[src/rtl/ac_register_bank.sv]
// ac_register_bank: bank of accumulators with per-entry accumulate counter and sticky overflow
module ac_register_bank #(
    parameter int WIDTH  = 24,
    parameter int NUM_AC = 4,
    parameter int SEL_W  = 2,
    parameter int CNT_W  = 8
) (
    input  logic             clk,
    input  logic             rst,
    input  logic [SEL_W-1:0] sel,
    input  logic             clr,
    input  logic             write_en,
    input  logic             alu_to_ac,
    input  logic             acc_en,
    input  logic             incre,
    input  logic [WIDTH-1:0] data_in,
    input  logic [WIDTH-1:0] alu_out,
    input  logic [SEL_W-1:0] rd_sel,
    output logic [WIDTH-1:0] data_out,
    output logic [CNT_W-1:0] acc_count,
    output logic             zero,
    output logic             ovf
);
    logic [WIDTH-1:0] ac_v  [NUM_AC];
    logic [CNT_W-1:0] cnt_v [NUM_AC];
    logic             ovf_v [NUM_AC];

    for (genvar i = 0; i < NUM_AC; i++) begin : g_ac
        logic [WIDTH-1:0] q;
        logic [CNT_W-1:0] cnt;
        logic             of;
        logic             hit;
        logic [WIDTH:0]   sum;
        assign hit = sel == SEL_W'(i);
        assign sum = {1'b0, q} + {1'b0, alu_out};
        assign ac_v[i]  = q;
        assign cnt_v[i] = cnt;
        assign ovf_v[i] = of;
        // Apply the highest-priority requested op to this entry when it is selected
        always_ff @(posedge clk or negedge rst) begin
            if (!rst) begin
                q   <= '0;
                cnt <= '0;
                of  <= 1'b0;
            end else if (hit) begin
                if (clr) begin
                    q   <= '0;
                    cnt <= '0;
                    of  <= 1'b0;
                end else if (write_en) begin
                    q   <= data_in;
                    cnt <= '0;
                    of  <= 1'b0;
                end else if (alu_to_ac) begin
                    q   <= alu_out;
                    cnt <= '0;
                    of  <= 1'b0;
                end else if (acc_en) begin
                    q   <= sum[WIDTH-1:0];
                    cnt <= (cnt == '1) ? cnt : cnt + CNT_W'(1);
                    of  <= of | sum[WIDTH];
                end else if (incre) begin
                    q   <= q + WIDTH'(1);
                    of  <= of | (&q);
                end
            end
        end
    end

    // Combinational read port; out-of-range rd_sel reads as an empty entry
    always_comb begin
        data_out  = '0;
        acc_count = '0;
        ovf       = 1'b0;
        for (int i = 0; i < NUM_AC; i++) begin
            if (rd_sel == SEL_W'(i)) begin
                data_out  = ac_v[i];
                acc_count = cnt_v[i];
                ovf       = ovf_v[i];
            end
        end
        zero = data_out == '0;
    end
endmodule
[config.mk]
export PLATFORM = sky130hd
export DESIGN_NAME = ac_register_bank
export DESIGN_NICKNAME = d
export VERILOG_FILES = /design/src/rtl/ac_register_bank.sv
export SDC_FILE = /design/constraint.sdc
export NUM_CORES = 1
export LEC_CHECK = 0
export ABC_CLOCK_PERIOD_IN_PS = 5000
export BUFFER_PORTS_ARGS = -buffer_cell sky130_fd_sc_hd__buf_2
export CORE_ASPECT_RATIO = 2
export CORE_MARGIN = 2
export CORE_UTILIZATION = 59
export CTS_CLUSTER_DIAMETER = 80
export DETAILED_ROUTE_END_ITERATION = 12
export GPL_TIMING_DRIVEN = 0
export PLACE_DENSITY = 0.78
export SLEW_MARGIN = 15
export SYNTH_ARGS = -nofsm -noshare
export SYNTH_HDL_FRONTEND = slang
export SYNTH_SLANG_ARGS = --single-unit
[constraint.sdc]
create_clock -name clk -period 5 [get_ports clk]
set_input_delay 1 -clock clk [delete_from_list [all_inputs] [get_ports clk]]
set_output_delay 1 -clock clk [all_outputs]
set_load 0.01 [all_outputs]
==> metrics.md, run 1 <==
| Metric | Value |
|---|---|
| Critical path launch point type | `input pin` |
| RD Place Congestion | `1.04` |
| Die footprint | `roughly 26,000 µm²` |
| Area leader, netlist | `dfrtp_1` |
| Slew @ Worst Pin | `around 1.4 ns` |
| Endpoints failing setup | `0` |
| RSZ-0062 raised after global routing | `false` |
| ANT nets after route | `0` |
| CP delay by family, top | `buffers and inverters` |
| H-tree lvl count | `4` |
| Max Freq | `~0.20 GHz` |
| Drt pass-1 iters | `7` |
| Synth area leaders | `dfrtp_1 (23%), ha_1 (9.0%), a21oi_1 (5.9%)` |
| Largest net degree at the start of global routing | `79` |
| Skew-Pair Late Insertion Delay | `0.46 ns` |
| Period utilisation layout | `99.3%` |
| # Post-CTS Setup Buffers | `0` |
| Met3 GRT Util | `about a tenth` |
| Via count | `15,700` |
| Clk slew on worst S/H paths | `0.06 ns` |
| Critical path's slowest cell | `buf_2` |
| Vias in the first global route | `~15,000` |
| Met1 global-route usage | `between 50% and 60%` |
| DRT Wirelength | `approximately 56,000 µm` |
| Clock tree sinks | `around 130` |
| Site Rows | `81` |
| Main synth FF type | `dfrtp_1` |
| Most common cell on crit path | `buf_2` |
| Sequential area share after synthesis | `22.9%` |
| Min setup slack post-route | `0.0370 ns` |
| GR Util met2 | `around two thirds` |
| Crit-path cells | `clkbuf_1 > buf_2 > mux4_2 > nor4_4 > nand4_1 > nor2_1 > buf_2` |
| Syn nets | `about 2,000` |
| GR peak layer | `met2` |
| Crit. End Element | `output pin` |
| Hold slack | `between 0.4 and 0.5 ns` |
| Peak supply drop | `260 µV` |
| Crit-path max FO | `19` |
| Core box area | `24,200 µm²` |
| Layout cell share with drive strength beyond 1 | `about a tenth` |
| GRT Total Usage | `between 40% and 50%` |
| Final Hold Viols | `0` |
| Crit Path Class | `in2out` |
| Data arrival, critical path | `3.96 ns` |
| Clk root buf | `clkbuf_16` |
| Synth warn | `0` |
| Initial antenna violation count | `2` |
| Post-route design area | `15,900 µm²` |
| Final Skew | `0.00965 ns` |
| Die height | `225 µm` |
| WL/cell | `25.2 µm` |
| DP HPWL | `44,000 µm` |
| Final min period | `4.96 ns` |
| Hold Path Class | `in2async` |
| Synth cell types | `between 70 and 80` |
| Grt ovf | `0` |
| Vias per cell | `6.98` |
| Asr flop ratio synth | `100%` |
| Num CTS Buffers | `17` |
| CTS tree | `yes` |
| Number of synthesized flops with an enable pin | `0` |
| Max_cap viols | `0` |
| Leakage Power | `6.89 nW` |
| Fin. max-slew vios | `0` |
| Initial DRC count | `1,741` |
| Die X-Extent | `~110 µm` |
| Area delta synth->final | `10.4%` |
| Worst-case clock buffer depth | `2` |
| CP bufs+invs | `3` |
| Pwr/cell area | `303 nW/µm²` |
| Yosys reg bits | `132` |
| Final Util | `65.8%` |
| Required @ worst endpoint | `4.00 ns` |
| Post-route DRC | `0` |
| Placed Area | `about 15,000 µm²` |
| Synth Instances | `1,831` |
| Port Buffer Count | `89` |
| Nets | `roughly 2,100` |
| Relative slew slack | `7.20%` |
| Yosys top cell area share | `between 20% and 30%` |
| Critical Path Max Stage Delay | `0.68 ns` |
| Average cell area after synthesis | `7.88 µm²` |
| Starting density of the core | `between 50% and 60%` |
| Io pins | `93` |
| First-pass GRT wire length | `84,700 µm` |
| Synth Cell Area | `14,400 µm²` |
| Pre-CTS WS | `-0.431 ns` |
| Status | `completed` |
timing repair:
action | CTS | global route
endpoints found under the setup margin | 1 | 1
gates resized for setup | 3 | 1
hold buffers | 0 | 0
kinds of logic (layout without fill, tap and decap cells):
logic type	after synthesis	after routing	synth area share, %
AO/OA/AOI/OAI	629	629	28.1
XOR/XNOR	148	148	8.98
adder cells (fa/ha/maj)	108	108	9.57
buffers and inverters	137	258	3.60
flip-flops	132	132	22.9
multiplexers	50	50	6.37
other	0	2	0
AND/OR/NAND/NOR	627	627	20.5
cell usage in the layout (no fill, tap or decap), drive strengths merged, types with 11 or more instances in the layout:
cell	n
clkbuf	90
a31oi	23
nor2	149
nand3	79
nand4	30
xnor2	91
nor4	13
o211ai	12
nand2	203
nor3	32
inv	56
o21a	15
o21bai	17
buf	101
a21oi	171
a211oi	31
o21ai	158
o31ai	42
mux2i	12
dfrtp	132
or2	12
ha	104
and4	12
mux4	33
or3	19
a21o	53
nand2b	13
a221oi	11
xor2	57
and3	29
nor2b	21
power by group:
group          internal [mW]  switching, mW  leakage (nW)
Clock                  0.840          0.563         0.298
Combinational          0.805           1.20          4.85
Sequential              1.18          0.245          1.74
Total                   2.83           2.00          6.89
registers in the layout, indices dropped and copies added, names as in the netlist:
signal / cells
g_ac.of: 4
g_ac.q: 96
g_ac.cnt: 32
area by class of cell:
cell class / count / area (µm²)
inverter: 52 / 195
antenna: 2 / 5.00
multi-input combinational: 1562 / 10600
clock inverter: 14 / 200
clock buffer: 18 / 429
fill: 2128 / 8290
buffer: 84 / 328
timing repair buffer: 90 / 483
tap: 290 / 363
sequential: 132 / 3300
cells in the mapped netlist (52+ instances only):
cell type  instances
xnor2_1           91
xor2_1            57
nor2_1           149
a21o_1            53
clkbuf_1          72
nand3_1           79
nand2_1          203
o21ai_0          151
a21oi_1          171
ha_1             104
inv_1             52
dfrtp_1          132
metal layers:
metal	share of wire [%]	routed length [µm]
met5	0	0
met4	8.3	4700
met3	12	6610
met2	44	24700
met1	36	20400
stage by stage:
stage	power, mW	cells	TNS, ns
CTS	4.73	2243	0
floorplan	2.75	1831	0
finish	4.83	2244	0
detailed placement	3.35	2211	-0.431
global placement	3.32	2210	-0.419
global route	5.04	2243	0
final timing paths:
check                                              to  cells past startpoint                startpoint  slack (ns)
setup / recovery                                 zero                      7                 rd_sel[1]        0.04
hold / removal             g_ac[0].cnt[2]$_DFFE_PN0P_                      1                       rst        0.46
setup reg to reg            g_ac[1].q[18]$_DFFE_PN0P_                     11  g_ac[1].q[0]$_DFFE_PN0P_        1.44
hold reg to reg                g_ac[1].of$_DFFE_PN0P_                      2    g_ac[1].of$_DFFE_PN0P_        0.53
max in group asynchronous    g_ac[3].q[1]$_DFFE_PN0P_                      2                       rst        3.74
min in group clk               g_ac[1].of$_DFFE_PN0P_                      2    g_ac[1].of$_DFFE_PN0P_        0.53
Note: power is estimated with default switching activity, not from simulation.
==> run 2, diff against run 1 <==
--- a/config.mk
+++ b/config.mk
@@ -10,7 +10,9 @@
 export CORE_ASPECT_RATIO = 2
 export CORE_MARGIN = 2
 export CORE_UTILIZATION = 59
+export CTS_BUF_LIST = sky130_fd_sc_hd__clkbuf_8
 export CTS_CLUSTER_DIAMETER = 80
+export CTS_CLUSTER_SIZE = 40
 export DETAILED_ROUTE_END_ITERATION = 12
 export GPL_TIMING_DRIVEN = 0
 export PLACE_DENSITY = 0.78
==> run 2 against run 1 <==
  * Clock skew grew 0.0051 ns
  * Count of clock-buffer cells in the layout fell by 1
  * Sequential share of layout area up 0.25 points
  * Critical path depth unchanged
  * Routed wire length shrank 0.37%
  * Power decreased by 7.0%
  * Worst setup slack gained 0.022 ns
  * Final area shrank 1.2%
  * Clock power decreased by 24%
  * Non-clock buffer count stayed put
  * Critical path type unchanged
  * Largest power group unchanged
==> metrics.md, run 2 (same netlist as run 1, synthesis figures left out) <==
| Metric | Value |
|---|---|
| Vias in the first global route | `14,700` |
| Core box area | `24,200 µm²` |
| Required @ worst endpoint | `4.00 ns` |
| Fin. max-slew vios | `0` |
| Pre-CTS WS | `-0.431 ns` |
| Final Skew | `between 0.01 and 0.015 ns` |
| Sw frac | `43.7%` |
| Largest register FFs | `96` |
| Drt pass-1 iters | `9` |
| P_sw | `1.96 mW` |
| Clk pwr share | `around a quarter` |
| Biggest regs | `g_ac.q x96, g_ac.cnt x32, g_ac.of x4` |
| Die footprint | `~26,000 µm²` |
| RD Place Congestion | `a little over 1` |
| GRT Total Usage | `between 40 and 50%` |
| DP HPWL | `roughly 44,000 µm` |
| Worst-case clock buffer depth | `2` |
| First-pass GRT wire length | `84,400 µm` |
| Most common cell on crit path | `buf_2` |
| Reg2Reg Capture Point | `g_ac[1].q[18]$_DFFE_PN0P_` |
| Pint | `2.53 mW` |
| Reg power frac | `31.7%` |
| R2R Path Start | `g_ac[1].q[0]$_DFFE_PN0P_` |
| Starting density of the core | `59.6%` |
| Crit-path cells | `clkbuf_1 > buf_2 > mux4_2 > nor4_4 > nand4_1 > nor2_1 > buf_2` |
| Initial antenna violation count | `2` |
| Setup crit end | `zero` |
| Final Hold Viols | `0` |
| Die height | `225 µm` |
| Final min period | `4.94 ns` |
| Io pins | `a little over 90` |
| Min setup slack post-route | `0.0590 ns` |
| Clock tree sinks | `132` |
| Commonest non-fill, non-tap cells in the layout | `nand2_1 (203), a21oi_1 (171), o21ai_0 (151), nor2_1 (149), dfrtp_1 (132)` |
| Site Rows | `just over 80` |
| Most common cell after layout, fill and taps aside | `nand2_1` |
| Crit. End Element | `output pin` |
| Nets | `2,106` |
| H-tree lvl count | `4` |
| CTS tree | `yes` |
| Num CTS Buffers | `17` |
| Crit-path max FO | `19` |
| Cts hold-fix bufs | `0` |
| DRT Wirelength | `56,300 µm` |
| Clk root buf | `clkbuf_8` |
| Pwr/cell area | `285 nW/µm²` |
| Leakage Power | `around 7 nW` |
| Largest net degree at the start of global routing | `79` |
| Area delta synth->final | `9.08%` |
| Via count | `15,600` |
| Grt ovf | `0` |
| Critical Path Max Stage Delay | `~0.7 ns` |
| Endpoints failing setup | `0` |
| Post-route DRC | `0` |
| Critical path launch point type | `input pin` |
| Slew @ Worst Pin | `1.38 ns` |
| RSZ-0062 raised after global routing | `false` |
| Max_cap viols | `0` |
| Data arrival, critical path | `3.94 ns` |
| Post-route setup TNS | `0 ns` |
| ANT nets after route | `0` |
| Period utilisation layout | `98.8%` |
| Crit Path Class | `in2out` |
| WL/cell | `25.1 µm` |
| Peak supply drop | `164 µV` |
| Status | `completed` |
| Largest register by flop count | `g_ac.q` |
| Max Freq | `a little over 0.2 GHz` |
| Setup crit start | `rd_sel[1]` |
| Skew-Pair Late Insertion Delay | `0.51 ns` |
| Die X-Extent | `115 µm` |
| Gate power share | `44.5%` |
| R2r worst-path depth | `11` |
| Hold Path Class | `in2async` |
| Port Buffer Count | `89` |
| Clk slew on worst S/H paths | `0.08 ns` |
| Vias per cell | `6.95` |
| Initial DRC count | `approximately 1,700` |
| R2R setup slack | `1.45 ns` |
| Relative slew slack | `between 7 and 8%` |
| Layout cell share with drive strength beyond 1 | `9.68%` |
| Critical path's slowest cell | `buf_2` |
## run 2: power groups by stage
| stage | Sequential (mW) | Combinational (mW) | Clock, mW |
|---|---|---|---|
| after global routing | 1.44 | 2.17 | 1.09 |
| after floorplan | 1.34 | 1.40 | 0 |
| after global placement | 1.42 | 1.89 | 0 |
| final | 1.43 | 2.00 | 1.07 |
| after detailed placement | 1.43 | 1.92 | 0 |
| after CTS | 1.41 | 1.94 | 1.05 |
## run 2: critical path, delay by kind of cell
| family | cells | cell delay [ns] |
|---|---|---|
| simple gates | 3 | 0.81 |
| buf+inv | 3 | 1.44 |
| mux | 1 | 0.67 |
## run 2: cell type report
type                            instances  area [µm²]
Clock inverter                         15         204
Antenna cell                            3        7.51
Tap cell                              290         363
Sequential cell                       132        3300
Multi-Input combinational cell       1562       10600
Clock buffer                           17         234
Buffer                                 84         328
Fill cell                            2155        8480
Inverter                               52         195
Timing Repair Buffer                   90         483
## run 2: layer usage
| layer | wire [µm] | GRT usage, % | vias up |
|---|---|---|---|
| met5 | 0 | 0 | - |
| met4 | 4480 | 31.5 | 0 |
| met3 | 6330 | 9.55 | 244 |
| met2 | 24800 | 65.5 | 1019 |
| met1 | 20600 | 55.6 | 7244 |
| li1 | - | - | 7103 |
## run 2: per-stage QoR
stage               hold WS (ns)  cell area (µm²)  utilization [%]  instances  total power, mW
global placement           0.500            15200             62.9       2210             3.32
finish                     0.391            15700             65.0       2245             4.49
detailed placement         0.513            15300             63.1       2211             3.35
global route               0.447            15700             65.0       2243             4.69
floorplan                  0.457            14400                -       1831             2.75
CTS                        0.416            15700             65.0       2243             4.39
## run 2: worst min path at each step
| stage | from | to | slack, ns | cells past startpoint |
|---|---|---|---|---|
| 4_1_cts | rst | g_ac[0].cnt[2]$_DFFE_PN0P_ | 0.42 | 1 |
| 5_1_grt | rst | g_ac[0].cnt[2]$_DFFE_PN0P_ | 0.45 | 1 |
| 6_report | rst | g_ac[0].cnt[2]$_DFFE_PN0P_ | 0.39 | 1 |
| 2_1_floorplan | g_ac[3].of$_DFFE_PN0P_ | g_ac[3].of$_DFFE_PN0P_ | 0.46 | 2 |
| 3_3_place_gp | g_ac[1].of$_DFFE_PN0P_ | g_ac[1].of$_DFFE_PN0P_ | 0.50 | 2 |
| 3_5_place_dp | g_ac[1].of$_DFFE_PN0P_ | g_ac[1].of$_DFFE_PN0P_ | 0.51 | 2 |
## run 2: timing repair
action	in CTS	in global routing
cloned	0	0
endpoints found under the setup margin	1	1
buffers inserted	0	0
gates resized for setup	3	1
